## src/rtl/fc_tx_arbiter.sv

```systemverilog
// Transmit word arbiter: selects link primitives, user frames or IDLE fill toward the transceiver.
// Latency: one cycle; a word accepted from avtx in cycle N is on tx_data in cycle N+1.
// Backpressure: avtx_ready depends only on arbiter state and link_up, never on avtx_valid.
//
// Ports:
//   clk, reset            tx_clk domain, synchronous active-high reset
//   state, xcvr_ready     link state (pre-synchronised) and transceiver ready, combined into link_up
//   prim_data/_datak      ordered-set word from the TX state logic
//   avtx_*                Avalon-ST sink for user frames (ready latency 0)
//   tx_data/_datak        registered big-endian word to the transceiver
//   frames_sent/underruns 16-bit saturating statistics
//
// Optional statistics: define FC_TX_ARB_STATS_EN to build the counters; otherwise they read 0.

package fc;
  typedef enum logic [3:0] {
    STATE_LF1, STATE_LF2, STATE_OL1, STATE_OL2, STATE_OL3,
    STATE_LR1, STATE_LR2, STATE_LR3, STATE_AC
  } state_t;

  // K28.5 D21.4 D21.5 D21.5
  localparam logic [31:0] IDLE = 32'hBC95_B5B5;
  // K28.5 D21.5 D21.7 D21.7
  localparam logic [31:0] EOFA = 32'hBCB5_F5F5;
endpackage

module fc_tx_arbiter #(
  parameter int unsigned MIN_ENTRY_IDLES = 6,
  parameter int unsigned MIN_GAP_IDLES   = 6
) (
  input  logic        clk,
  input  logic        reset,
  input  fc::state_t  state,
  input  logic        xcvr_ready,
  input  logic [31:0] prim_data,
  input  logic [3:0]  prim_datak,
  input  logic [31:0] avtx_data,
  input  logic        avtx_valid,
  input  logic        avtx_startofpacket,
  input  logic        avtx_endofpacket,
  output logic        avtx_ready,
  output logic [31:0] tx_data,
  output logic [3:0]  tx_datak,
  output logic [15:0] frames_sent,
  output logic [15:0] underruns
);

  typedef enum logic [2:0] {
    S_LINK, S_ENTRY, S_OPEN, S_FRAME, S_GAP, S_DRAIN
  } arb_state_t;

  localparam logic [3:0]  K_CTRL     = 4'b1000;
  localparam logic [3:0]  K_DATA     = 4'b0000;
  localparam logic [15:0] ENTRY_LOAD = 16'(MIN_ENTRY_IDLES);
  localparam logic [15:0] GAP_LOAD   = 16'(MIN_GAP_IDLES);
  // A zero-length gap/entry skips straight to OPEN.
  localparam arb_state_t  ENTRY_ST   = (ENTRY_LOAD == 16'd0) ? S_OPEN : S_ENTRY;
  localparam arb_state_t  GAP_ST     = (GAP_LOAD == 16'd0) ? S_OPEN : S_GAP;

  arb_state_t  cur_st, nxt_st;
  logic [15:0] idle_cnt, idle_cnt_nxt;
  logic [31:0] data_nxt;
  logic [3:0]  datak_nxt;
  logic        link_up, xfer, frame_done, frame_abort;
  arb_state_t  post_eop_st;

  assign link_up     = (state == fc::STATE_AC) && xcvr_ready;
  assign xfer        = avtx_valid && avtx_ready;
  // Once an EOP is consumed, a dead link goes back to primitives instead of counting IDLEs.
  assign post_eop_st = link_up ? GAP_ST : S_LINK;

  always_comb begin
    avtx_ready = 1'b0;
    case (cur_st)
      S_OPEN:          avtx_ready = link_up;
      // FRAME/DRAIN keep accepting even after link loss so the source can flush to EOP.
      S_FRAME, S_DRAIN: avtx_ready = 1'b1;
      default:         avtx_ready = 1'b0;
    endcase
  end

  always_comb begin
    nxt_st       = cur_st;
    idle_cnt_nxt = idle_cnt;
    data_nxt     = fc::IDLE;
    datak_nxt    = K_CTRL;
    frame_done   = 1'b0;
    frame_abort  = 1'b0;
    case (cur_st)
      S_LINK: begin
        data_nxt  = prim_data;
        datak_nxt = prim_datak;
        if (link_up) begin
          idle_cnt_nxt = ENTRY_LOAD;
          nxt_st       = ENTRY_ST;
        end
      end
      S_ENTRY, S_GAP: begin
        if (!link_up) begin
          data_nxt  = prim_data;
          datak_nxt = prim_datak;
          nxt_st    = S_LINK;
        end else begin
          idle_cnt_nxt = idle_cnt - 16'd1;
          if (idle_cnt <= 16'd1) nxt_st = S_OPEN;
        end
      end
      S_OPEN: begin
        if (!link_up) begin
          data_nxt  = prim_data;
          datak_nxt = prim_datak;
          nxt_st    = S_LINK;
        end else if (xfer) begin
          if (avtx_startofpacket) begin
            data_nxt = avtx_data;
            if (avtx_endofpacket) begin
              frame_done   = 1'b1;
              idle_cnt_nxt = GAP_LOAD;
              nxt_st       = GAP_ST;
            end else begin
              nxt_st = S_FRAME;
            end
          end else begin
            // Headless word: dropped, line stays IDLE.
            frame_abort = 1'b1;
          end
        end
      end
      S_FRAME: begin
        if (xfer && avtx_startofpacket) begin
          // A new SOP inside a frame means the previous frame lost its tail.
          data_nxt    = fc::EOFA;
          frame_abort = 1'b1;
          if (avtx_endofpacket) begin
            idle_cnt_nxt = GAP_LOAD;
            nxt_st       = post_eop_st;
          end else begin
            nxt_st = S_DRAIN;
          end
        end else if (xfer && avtx_endofpacket) begin
          // EOF wins over a simultaneous link drop: the frame is complete.
          data_nxt     = avtx_data;
          frame_done   = 1'b1;
          idle_cnt_nxt = GAP_LOAD;
          nxt_st       = post_eop_st;
        end else if (!link_up || !avtx_valid) begin
          data_nxt    = fc::EOFA;
          frame_abort = 1'b1;
          nxt_st      = S_DRAIN;
        end else begin
          data_nxt  = avtx_data;
          datak_nxt = K_DATA;
        end
      end
      S_DRAIN: begin
        if (!link_up) begin
          data_nxt  = prim_data;
          datak_nxt = prim_datak;
        end
        if (xfer && avtx_endofpacket) begin
          idle_cnt_nxt = GAP_LOAD;
          nxt_st       = post_eop_st;
        end
      end
      default: nxt_st = S_LINK;
    endcase
  end

  always_ff @(posedge clk) begin
    if (reset) begin
      cur_st   <= S_LINK;
      idle_cnt <= 16'd0;
      tx_data  <= fc::IDLE;
      tx_datak <= K_CTRL;
    end else begin
      cur_st   <= nxt_st;
      idle_cnt <= idle_cnt_nxt;
      tx_data  <= data_nxt;
      tx_datak <= datak_nxt;
    end
  end

`ifdef FC_TX_ARB_STATS_EN
  logic [15:0] frames_q, underruns_q;

  always_ff @(posedge clk) begin
    if (reset) begin
      frames_q    <= 16'd0;
      underruns_q <= 16'd0;
    end else begin
      if (frame_done && frames_q != 16'hFFFF) frames_q <= frames_q + 16'd1;
      if (frame_abort && underruns_q != 16'hFFFF) underruns_q <= underruns_q + 16'd1;
    end
  end

  assign frames_sent = frames_q;
  assign underruns   = underruns_q;
`else
  logic unused_stats;
  assign unused_stats = frame_done ^ frame_abort;
  assign frames_sent  = 16'd0;
  assign underruns    = 16'd0;
`endif

endmodule

```

## config.mk

```make
export PLATFORM = sky130hd
export DESIGN_NAME = fc_tx_arbiter
export DESIGN_NICKNAME = d
export VERILOG_FILES = /design/src/rtl/fc_tx_arbiter.sv
export SDC_FILE = /design/constraint.sdc
export NUM_CORES = 1
export LEC_CHECK = 0
export CORE_UTILIZATION = 39
export CTS_CLUSTER_SIZE = 28
export DETAILED_ROUTE_END_ITERATION = 12
export GPL_TIMING_DRIVEN = 0
export PLACE_DENSITY = 0.78
export RECOVER_POWER = 50
export SLEW_MARGIN = 20
export SYNTH_ARGS = -nofsm -noshare
export SYNTH_HDL_FRONTEND = slang
export SYNTH_SLANG_ARGS = --single-unit
```

## constraint.sdc

```tcl
create_clock -name clk -period 1.5 [get_ports clk]
set_input_delay 0.225 -clock clk [delete_from_list [all_inputs] [get_ports clk]]
set_output_delay 0.225 -clock clk [all_outputs]
set_load 0.03 [all_outputs]
```

==> results.toml <==
[yosys]
ys_warn_count = 0
synth_fa_ha_area_share_pct = 1.07
netlist_instances = 443
synthFlopType = "dfxtp_1"
synth.cell_area_um2 = 3380
ys_seq_elements = 55
synth_edf_count = 0
synth.area.top_cells = "dfxtp_1 33%, buf_4 7.3%, o21ai_0 5.9%"
synth_compound_area_share_pct = 26.3
synthSimpleGateAreaFrac_pct = 27.0
async_flop_share_pct = 0
synthMuxAreaShare_pct = 0.333
synth_top_family_by_area = "simple AND/OR/NAND/NOR gates"
yosys.area.top_type_share_pct = 32.5
syn_area_per_cell_um2 = 7.64
synthXorXnorAreaFrac_pct = 0.518
synth.distinct_cells = 64
synth_top_area_cell = "dfxtp_1"
synth_seq_area_share_pct = 32.5

[placement]
portBuffers = 112
dp_slack_ns = -0.968
gp_congestion = 0.931
dp.final_hpwl_um = 8300
postPlaceCellArea_um2 = 4850

[finish]
stdcell_area_um2 = 5810
drive_gt1_share_pct = 35.8
n_antenna_cell = 0
nNetsFinal = 718
synthToLayoutAreaGrowth_pct = 71.6
final_cell_mix = "69 x buf_4, 69 x clkdlybuf4s50_1, 45 x dfxtp_1, 44 x nand2_1, 38 x dlygate4sd2_1"
utilization_pct = 70.0

[detailed_routing]
via_per_inst = 5.56
vias = 4140
drc = 0
wl_um = 13000
wl_per_cell_um = 17.5
antenna_left = 0
detail_route.first_pass.iterations = 5
drt_iter0_drc = 359

[worst_setup_path]
crit_path_end_kind = "flop"
startpoint = "cur_st[1]"
startpoint_type = "flop"
crit_chain = "a21bo_4 -> a31oi_4 -> nor3b_4 -> buf_4 -> buf_6 -> a21oi_2 -> a311oi_2"
reg2reg_slack_ns = -0.19
critPathMaxStageDelay_ns = 0.40
required_ns = 1.72
worst_ep_arrival_time_ns = 1.91
path_class = "flop to flop"
critPathSlowestCell = "dfxtp_4"
r2r_start = "cur_st[1]"
cp_max_fo = 7

[floorplan]
ios = 147
start_util_pct = 40.8
core_area_um2 = 8300
rows = 33
die_h_um = 95.1
die_area_um2 = 9050
die_w_um = 95.1

[timing]
timing.hold.ws_ns = 0.320
setup_viol = 52
min_period_ns = 1.69
worst_slack_ns = -0.192
tns_ns = -5.38
fmax_mhz = 591
fin_skew_ns = 0.0153
hold_viol = 0
finalCritPeriodShare_pct = 113
rsz0062_at_grt = "true"
final-max-slew-violation-count = 0

[status]
status = "finished, violations left"
violations = "setup timing"

[clocking]
cts_tree = "built"
clkTransAtPathRegs_ns = 0.12
htreeDepth = 2
cts_made_buffers = 5
clock_latency_ns = 0.32
cts_buffer_depth = 2
root_buffer = "clkbuf_8"
clock_sinks = 55
cts_hold_buffers = 0

[global_route]
grt-ovfl-total = 0
grt_pass1_vias = 3904
antenna_found_initial = 0
grt_pass1_wl_um = 19100
grt_usage_pct = 26.9
grt_max_degree = 19

[flow_run]
max-cap-violations = 0

[power_and_ir_drop]
ir_drop_mv = 0.511
power_density_nw_per_um2 = 1020
p_leak_nw = 2.37

[min_path]
min-delay-start = "avtx_endofpacket"
hold_class = "input pin to flop"
-- cells in the mapped netlist (7+ instances only) --
master	instances
nor2_1	31
nor3_1	29
buf_4	33
buf_2	13
nand2_1	49
a31oi_1	8
o21ai_0	40
dfxtp_1	55
a22oi_1	11
nand3_1	24
o21ai_1	7
a21oi_1	26
clkbuf_1	14
nand2b_1	7
-- per-layer routing --
layer	GRT usage [%]	share of wire [%]
met4	9.72	2.9
met3	4.63	8.4
met2	48.5	51
met1	31.7	38
met5	0	0
-- report_power, final --
group	total [mW]	internal [mW]	switching, mW
Clock	0.876	0.336	0.540
Sequential	1.65	1.59	0.0650
Combinational	3.39	1.53	1.85
Total	5.92	3.46	2.46
-- critical path: cells and delay by family (launching register included) --
family          cells  cell delay (ns)
compound gates      4             0.54
buf+inv             2             0.30
flops               1             0.40
simple gates        1             0.35
-- path summary, 6_finish.rpt --
path,to,cells past startpoint
max reg2reg,idle_cnt[1],7
min reg2reg,idle_cnt[14],2
max,idle_cnt[1],7
min,tx_datak[3],3
-- per-stage QoR --
| stage | power [mW] | instances |
|---|---|---|
| floorplan | 3.28 | 474 |
| global placement | 3.94 | 691 |
| detailed placement | 3.98 | 691 |
| CTS | 5.48 | 734 |
| global route | 6.22 | 744 |
| finish | 5.92 | 744 |
-- state kept, by name (all words and copies together), names as in the netlist --
| register | count |
|---|---|
| idle_cnt | 16 |
| cur_st | 3 |
| tx_data | 32 |
| tx_datak | 4 |
-- cell families after synthesis --
group           count (synthesis)
xor+xnor                        2
other cells                     1
fa+ha+maj                       3
mux                             1
simple gates                  175
buf+inv                        68
compound gates                138
flops                          55
-- cell type report --
cell class	count	area [µm²]
Multi-Input combinational cell	351	2470
Clock buffer	5	68.8
Clock inverter	3	25.0
Buffer	61	505
Sequential cell	55	1120
Timing Repair Buffer	160	1460
Tap cell	105	131
Fill cell	641	2490
Inverter	4	18.8
-- repair_timing --
action,in CTS,in global routing
gates cloned,2,2
buffers inserted,36,9
endpoints found under the setup margin,92,55
pin swaps,43,24
resized for setup,164,60
(Power assumes the default switching activity.)
